**src/rtl/mole_round_engine.sv**
```systemverilog
// mole_round_engine: one lit mole per round, judges hit/miss/timeout, saturating score and shrinking show time.
module mole_round_engine #(
  parameter int N_MOLES        = 3,
  parameter int SCORE_W        = 8,
  parameter int CNT_W          = 28,
  parameter int GAP_CYCLES     = 150_000_000,
  parameter int SHOW_INIT      = 100_000_000,
  parameter int SHOW_MIN       = 10_000_000,
  parameter int SHOW_STEP      = 10_000_000,
  parameter int HITS_PER_LEVEL = 5,
  parameter logic [15:0] LFSR_SEED = 16'hACE1
) (
  input  logic               clock,
  input  logic               reset,
  input  logic               game,
  input  logic [N_MOLES-1:0] button,
  output logic [N_MOLES-1:0] mole,
  output logic [SCORE_W-1:0] score,
  output logic [3:0]         level,
  output logic               hit_pulse,
  output logic               miss_pulse,
  output logic               expire_pulse
);
  localparam int IW = $clog2(N_MOLES);
  localparam int HW = HITS_PER_LEVEL > 1 ? $clog2(HITS_PER_LEVEL) : 1;
  localparam logic [CNT_W-1:0] GAP_LD   = CNT_W'(GAP_CYCLES - 1);
  localparam logic [CNT_W-1:0] INIT_C   = CNT_W'(SHOW_INIT);
  localparam logic [CNT_W-1:0] MIN_C    = CNT_W'(SHOW_MIN);
  localparam logic [CNT_W-1:0] STEP_C   = CNT_W'(SHOW_STEP);
  localparam logic [CNT_W:0]   MIN_STEP = (CNT_W+1)'(SHOW_MIN + SHOW_STEP);
  localparam logic [HW-1:0]    HITS_LAST = HW'(HITS_PER_LEVEL - 1);

  typedef enum logic [1:0] {IDLE, GAP, SHOW} state_t;

  state_t             state_q;
  logic [N_MOLES-1:0] button_q, edges;
  logic [15:0]        lfsr_q, lfsr_d;
  logic [CNT_W-1:0]   timer_q, show_q, show_dec;
  logic [HW-1:0]      hits_q;
  logic [IW-1:0]      last_q, rnd_idx, pick_idx;

  always_comb begin
    edges    = button & ~button_q;
    lfsr_d   = {1'b0, lfsr_q[15:1]} ^ (lfsr_q[0] ? 16'hB400 : 16'h0000);
    rnd_idx  = IW'(lfsr_q % 16'(N_MOLES));
    pick_idx = (rnd_idx == last_q) ? IW'((32'(rnd_idx) + 32'd1) % 32'(N_MOLES)) : rnd_idx;
    // widened compare keeps show_time - step from wrapping below the floor
    show_dec = ({1'b0, show_q} >= MIN_STEP) ? show_q - STEP_C : MIN_C;
  end

  always_ff @(posedge clock) begin
    if (reset) begin
      state_q      <= IDLE;
      mole         <= '0;
      score        <= '0;
      level        <= '0;
      hit_pulse    <= 1'b0;
      miss_pulse   <= 1'b0;
      expire_pulse <= 1'b0;
      timer_q      <= '0;
      show_q       <= INIT_C;
      hits_q       <= '0;
      lfsr_q       <= LFSR_SEED;
      last_q       <= '0;
      button_q     <= '0;
    end else begin
      button_q     <= button;
      lfsr_q       <= lfsr_d;
      hit_pulse    <= 1'b0;
      miss_pulse   <= 1'b0;
      expire_pulse <= 1'b0;
      if (!game) begin
        state_q <= IDLE;
        mole    <= '0;
      end else begin
        case (state_q)
          IDLE: begin
            state_q <= GAP;
            score   <= '0;
            level   <= '0;
            hits_q  <= '0;
            show_q  <= INIT_C;
            timer_q <= GAP_LD;
          end
          GAP: begin
            if (timer_q != '0) begin
              timer_q <= timer_q - CNT_W'(1);
            end else begin
              mole    <= N_MOLES'(1) << pick_idx;
              last_q  <= pick_idx;
              timer_q <= show_q - CNT_W'(1);
              state_q <= SHOW;
            end
          end
          SHOW: begin
            if (edges[last_q]) begin
              score     <= (score == '1) ? score : score + SCORE_W'(1);
              hit_pulse <= 1'b1;
              mole      <= '0;
              timer_q   <= GAP_LD;
              state_q   <= GAP;
              if (hits_q == HITS_LAST) begin
                hits_q <= '0;
                level  <= (level == 4'd15) ? level : level + 4'd1;
                show_q <= show_dec;
              end else begin
                hits_q <= hits_q + HW'(1);
              end
            end else if (edges != '0) begin
              score      <= (score == '0) ? score : score - SCORE_W'(1);
              miss_pulse <= 1'b1;
            end else if (timer_q == '0) begin
              expire_pulse <= 1'b1;
              mole         <= '0;
              timer_q      <= GAP_LD;
              state_q      <= GAP;
            end else begin
              timer_q <= timer_q - CNT_W'(1);
            end
          end
          default: state_q <= IDLE;
        endcase
      end
    end
  end
endmodule

```
**config.mk**
```make
export PLATFORM = sky130hd
export DESIGN_NAME = mole_round_engine
export DESIGN_NICKNAME = d
export VERILOG_FILES = /design/src/rtl/mole_round_engine.sv
export SDC_FILE = /design/constraint.sdc
export NUM_CORES = 1
export LEC_CHECK = 0
export ABC_AREA = 1
export CAP_MARGIN = 0
export CORE_MARGIN = 1
export CORE_UTILIZATION = 50
export CTS_CLUSTER_SIZE = 40
export DETAILED_ROUTE_END_ITERATION = 8
export PLACE_DENSITY_LB_ADDON = 0.08
export SLEW_MARGIN = 20
export SYNTH_ARGS = -nofsm -noshare
export SYNTH_HDL_FRONTEND = slang
export SYNTH_SLANG_ARGS = --single-unit
```
**constraint.sdc**
```tcl
create_clock -name clock -period 6.15 [get_ports clock]
set_input_delay 1.23 -clock clock [delete_from_list [all_inputs] [get_ports clock]]
set_output_delay 1.23 -clock clock [all_outputs]
set_load 0.05 [all_outputs]
```
==> results of run 1 <==
-- final timing paths --
| kind | cells after the start | to | slack, ns |
|---|---|---|---|
| worst max-delay path | 49 | mole[0]$_SDFFE_PP0P_ | 0.92 |
| worst min-delay path | 1 | hits_q[2]$_SDFFE_PP0P_ | 0.46 |
| worst max register to register | 49 | mole[0]$_SDFFE_PP0P_ | 0.92 |
| worst min register to register | 1 | hits_q[2]$_SDFFE_PP0P_ | 0.46 |
-- cell type report --
| type | instances | area (um^2) | area share |
|---|---|---|---|
| clock inverters | 3 | 42.5 | 0.00635 |
| flip-flops and latches | 93 | 1860 | 0.278 |
| multi-input cells | 663 | 3580 | 0.534 |
| inverters | 138 | 518 | 0.0774 |
| clock buffers | 13 | 270 | 0.0404 |
| well taps | 143 | 179 | 0.0267 |
| repair buffers | 26 | 248 | 0.0370 |
-- power by group through the flow --
stage | combinational (mW) | sequential [mW] | clock, mW
after global routing | 0.469 | 0.653 | 0.622
final | 0.414 | 0.650 | 0.588
after floorplan | 0.335 | 0.657 | 0
after global placement | 0.387 | 0.662 | 0
after CTS | 0.410 | 0.649 | 0.599
after detailed placement | 0.405 | 0.663 | 0
-- cells in the final DEF, fill, tap and decap left out, types with 9 or more instances in the layout --
cell type	netlist	routed
nand2_1	175	175
dfxtp_1	93	93
xor2_1	35	35
nand3_1	65	65
nand3_2	13	13
nor4_1	10	10
ha_1	20	20
o21ai_0	44	44
o22ai_1	10	10
clkbuf_16	0	9
a21oi_1	63	63
inv_1	130	130
o21ai_1	10	10
o221ai_1	11	11
nor3_1	21	21
clkdlybuf4s50_1	0	22
nand4_1	16	16
nor2_1	112	112
-- cells by family after synthesis --
kind of cell	count (synthesis)	synth area share
fa+ha+maj	21	0.0449
compound gates	179	0.179
xor+xnor	39	0.0581
flops	93	0.310
buf+inv	153	0.0955
simple gates	424	0.313
-- sequential cells by signal (all words and copies together), names as in the netlist, 2 cells and up --
name and count:
hits_q 3, button_q 3, timer_q 28, state_q 2, mole 3, last_q 2, show_q 21, score 8
lfsr_q 16, level 4
-- layer usage --
metal  vias up  track usage
met5         -            0
met4         0       0.0964
met3        19       0.0408
met2       141        0.414
met1      2758        0.336
li1       3073            -
-- cell usage after synthesis, types with 12 or more instances --
| cell | count | share of area |
|---|---|---|
| a21oi_1 | 63 | 0.052 |
| clkbuf_1 | 12 | 0.0075 |
| dfxtp_1 | 93 | 0.31 |
| ha_1 | 20 | 0.042 |
| inv_1 | 130 | 0.081 |
| nand2_1 | 175 | 0.11 |
| nand3_1 | 65 | 0.054 |
| nand3_2 | 13 | 0.022 |
| nand4_1 | 16 | 0.017 |
| nor2_1 | 112 | 0.070 |
| nor3_1 | 21 | 0.017 |
| o21ai_0 | 44 | 0.037 |
| xor2_1 | 35 | 0.051 |
-- metrics by stage --
step / hold slack, ns / cells
2_1_floorplan: 0.430 / 909
3_3_place_gp: 0.446 / 1063
3_5_place_dp: 0.456 / 1063
4_1_cts: 0.469 / 1079
5_1_grt: 0.498 / 1079
6_report: 0.463 / 1079
==> flow_summary.yaml, run 1 <==
run:
  drv_cap: 0
pwr:
  power_switching_mw: 0.543
  pwr-share-seq: 0.393
  irDropWorstVdd_uv: 162
  combinationalPowerShare: 0.251
  p_int_mw: 1.11
  pwr-share-clk: 0.356
  p_per_area_nw_per_um2: 247
  p_leak_nw: 2.93
  power_mw: 1.65
  swShare: 0.329
final_layout:
  syn2layout_area_growth_pct: 11.4
  final_core_util: 0.579
  postLayoutCellArea_um2: 6700
  fin_nets: 958
  fillerInstances: 1138
  drive_gt1_frac: 0.0620
  antenna_cells: 0
placed_design:
  io_buffer_count: 23
  pre_cts_ws_ns: 1.05
  place_area_um2: 6380
  gp_congestion: 0.882
  dp_hpwl_mm: 11.2
sta:
  rsz0062_at_grt: "false"
  fin_ws_ns: 0.917
  finalCritPeriodShare: 0.851
  worstMarginPinSlew_ns: 0.967
  setup_violations: 0
  max_clock_freq_mhz: 191
  skew_ns: 0.00829
  slew_headroom: 0.355
  finalSetupTns_ns: 0
  hold_viol_final: 0
  maxSlewViolCount: 0
  min_period_ns: 5.23
setup_path:
  crit_arrival_ns: 5.52
  crit_fanout: 6
  required_ns: 6.44
  crit_family: "simple AND/OR/NAND/NOR gates"
  slowest_delay_ns: 0.41
  start_kind: "register"
  r2r-start: "lfsr_q[14]$_SDFF_PP0_"
  crit_top_cell: "nand2_1"
  cp-end-kind: "register"
  worstSetupPathType: "register to register"
  cp_slowest_cell: "dfxtp_1"
  startpoint: "lfsr_q[14]$_SDFF_PP0_"
  path_buf_inv: 4
clock_tree:
  cts.sinks: 93
  cts_root_buf: "clkbuf_16"
  postCtsSetupBuffers: 0
  cts_buffers: 9
  ctsHoldBuffers: 0
  clock_latency_ns: 0.36
  path_clk_slew_ns: 0.06
  cts_buffer_depth: 2
  cts_resized: 0
  htree_levels: 3
  tritoncts: "yes"
grt:
  grt_max_degree: 47
  antenna_found_initial: 0
  overflow: 0
  grt_pass1_vias: 5557
  grt_use_total: 0.254
  grt_first_pass_wirelength_mm: 25.8
route:
  drc_errors: 0
  route.antenna.remaining_nets: 0
  wire_per_inst_um: 14.1
  viasPerCell: 5.55
  drt_iter0_drc: 429
  wl_met2_mm: 6.98
  vias: 5991
  routed.top_layer: "met4"
  firstDrtPassIters: 6
  met3_length_um: 676
  met1_length_mm: 7.27
  wirelength_mm: 15.2
floorplanning:
  num_rows: 39
  dieArea_um2: 12500
  io_pins: 24
  dieWidth_um: 112
  initial_core_util: 0.520
  core-area_um2: 11600
  die_h_um: 112
synthesis:
  synth_area_um2: 6010
  async_reset_ff_frac: 0
  synth_seq_cells: 93
  syn_inst: 909
  synth_ff_type: "dfxtp_1"
  synth_cell_types: 44
  yosysSeqAreaShare: 0.310
  syn_avg_cell_area_um2: 6.62
  synth_edf_count: 0
  synth-warning-count: 0
  syn_nets: 936
run_status:
  status: "finished, final reports clean"
min_path:
  hold_class: "register to register"
  hold_start: "hits_q[2]$_SDFFE_PP0P_"
(Power assumes the default switching activity.)
==> run 2, diff against run 1 <==
Clock period 6.15 ns to 6.07 ns, I/O delays scaled along.
==> run 2 against run 1 <==
Against the previous run:
- clock power shrank 8.3%
- largest power group unchanged
- routed wire length shrank 0.49%
- critical path depth shrank 6
- total power shrank 2.1%
- combinational power grew 2%
- critical path type unchanged
- via count grew 0.78%
- die area is the same
- global-route usage grew 0.072 points
- largest cell class unchanged
==> flow_summary.yaml, run 2 (synthesis results as in run 1) <==
floorplanning:
  dieWidth_um: 112
  dieArea_um2: 12500
  core-area_um2: 11600
  die_h_um: 112
  num_rows: 39
  io_pins: 24
  initial_core_util: 0.520
route:
  wirelength_mm: 15.1
  drt_iter0_drc: 397
  vias: 6038
  firstDrtPassIters: 5
  route.antenna.remaining_nets: 0
  wire_per_inst_um: 14.0
  drc_errors: 0
  viasPerCell: 5.59
setup_path:
  start_kind: "register"
  slowest_delay_ns: 0.35
  r2r_setup_slack_ns: 0.82
  reg2reg_depth: 43
  startpoint: "lfsr_q[15]$_SDFF_PP1_"
  worstSetupPathType: "register to register"
  crit_family: "simple AND/OR/NAND/NOR gates"
  r2r_end: "mole[0]$_SDFFE_PP0P_"
  crit_top_cell: "nand2_1"
  cp-end-kind: "register"
  r2r-start: "lfsr_q[15]$_SDFF_PP1_"
  cp_slowest_cell: "dfxtp_1"
  crit_arrival_ns: 5.54
  path_buf_inv: 4
  crit_fanout: 5
  required_ns: 6.35
clock_tree:
  path_clk_slew_ns: 0.06
  tritoncts: "yes"
  cts_buffer_depth: 2
  clock_latency_ns: 0.35
  htree_levels: 3
  postCtsSetupBuffers: 0
  ctsHoldBuffers: 0
  cts_buffers: 9
  cts_resized: 0
  cts_root_buf: "clkbuf_16"
  cts.sinks: 93
final_layout:
  final_cell_mix: "nand2_1, inv_1, nor2_1"
  largestRegisters: "timer_q (28), show_q (21), lfsr_q (16)"
  antenna_cells: 0
  fin_nets: 960
  fillerInstances: 1104
  largest_register_ffs: 28
  final_core_util: 0.577
  final_common_cell: "nand2_1"
  largest_register: "timer_q"
  drive_gt1_frac: 0.0640
  syn2layout_area_growth_pct: 11.0
grt:
  overflow: 0
  antenna_found_initial: 0
  grt_first_pass_wirelength_mm: 25.9
  grt_use_total: 0.254
  grt_max_degree: 47
  grt_pass1_vias: 5511
sta:
  maxSlewViolCount: 0
  rsz0062_at_grt: "false"
  hold_ws_ns: 0.477
  skew_ns: 0.00534
  worstMarginPinSlew_ns: 0.789
  finalCritPeriodShare: 0.865
  setup_violations: 0
  min_period_ns: 5.25
  slew_headroom: 0.473
  hold_viol_final: 0
  finalSetupTns_ns: 0
  max_clock_freq_mhz: 190
pwr:
  power_mw: 1.62
  p_leak_nw: 2.93
  irDropWorstVdd_uv: 148
  p_per_area_nw_per_um2: 242
run_status:
  status: "finished, final reports clean"
placed_design:
  dp_hpwl_mm: 11.2
  gp_congestion: 0.882
  io_buffer_count: 23
min_path:
  hold_class: "register to register"
  whs_endpoint: "mole[1]$_SDFFE_PP0P_"
  hold_start: "mole[1]$_SDFFE_PP0P_"
  min_path_cells: 2
run:
  drv_cap: 0
run 2: layout make-up:
cell class,count,area [um^2],area share
multi-input cells,663,3580,0.536
well taps,143,179,0.0268
inverters,138,518,0.0776
flip-flops and latches,93,1860,0.279
clock inverters,4,22.5,0.00337
repair buffers,28,263,0.0393
clock buffers,12,256,0.0384
run 2: stage by stage:
step,instances,instance area (um^2),worst slack [ns]
floorplan,909,6010,1.57
global placement,1065,6400,1.27
detailed placement,1065,6400,0.914
CTS,1081,6680,0.829
global route,1081,6680,0.0177
finish,1081,6680,0.819
run 2: worst max path at each step:
stage | to | cells past startpoint
4_1_cts | mole[0]$_SDFFE_PP0P_ | 43
3_5_place_dp | mole[0]$_SDFFE_PP0P_ | 43
5_1_grt | mole[0]$_SDFFE_PP0P_ | 43
3_3_place_gp | mole[2]$_SDFFE_PP0P_ | 44
2_1_floorplan | mole[2]$_SDFFE_PP0P_ | 44
6_report | mole[0]$_SDFFE_PP0P_ | 43
run 2: report_power, final:
group	internal, mW	switching (mW)
registers	0.634	0.0245
logic	0.138	0.283
clock network	0.298	0.240
run 2: worst register-to-register path, delay by kind of cell (launching register included):
| kind | cells | cell delay [ns] |
|---|---|---|
| buf+inv | 4 | 0.26 |
| flops | 1 | 0.35 |
| compound gates | 9 | 1.36 |
| fa+ha+maj | 2 | 0.40 |
| xor+xnor | 1 | 0.18 |
| simple gates | 27 | 2.60 |
run 2: routing by layer:
layer / track usage / routed length, um
met1: 0.335 / 7220
met2: 0.424 / 7060
met3: 0.0370 / 560
met4: 0.0883 / 255
met5: 0 / 0
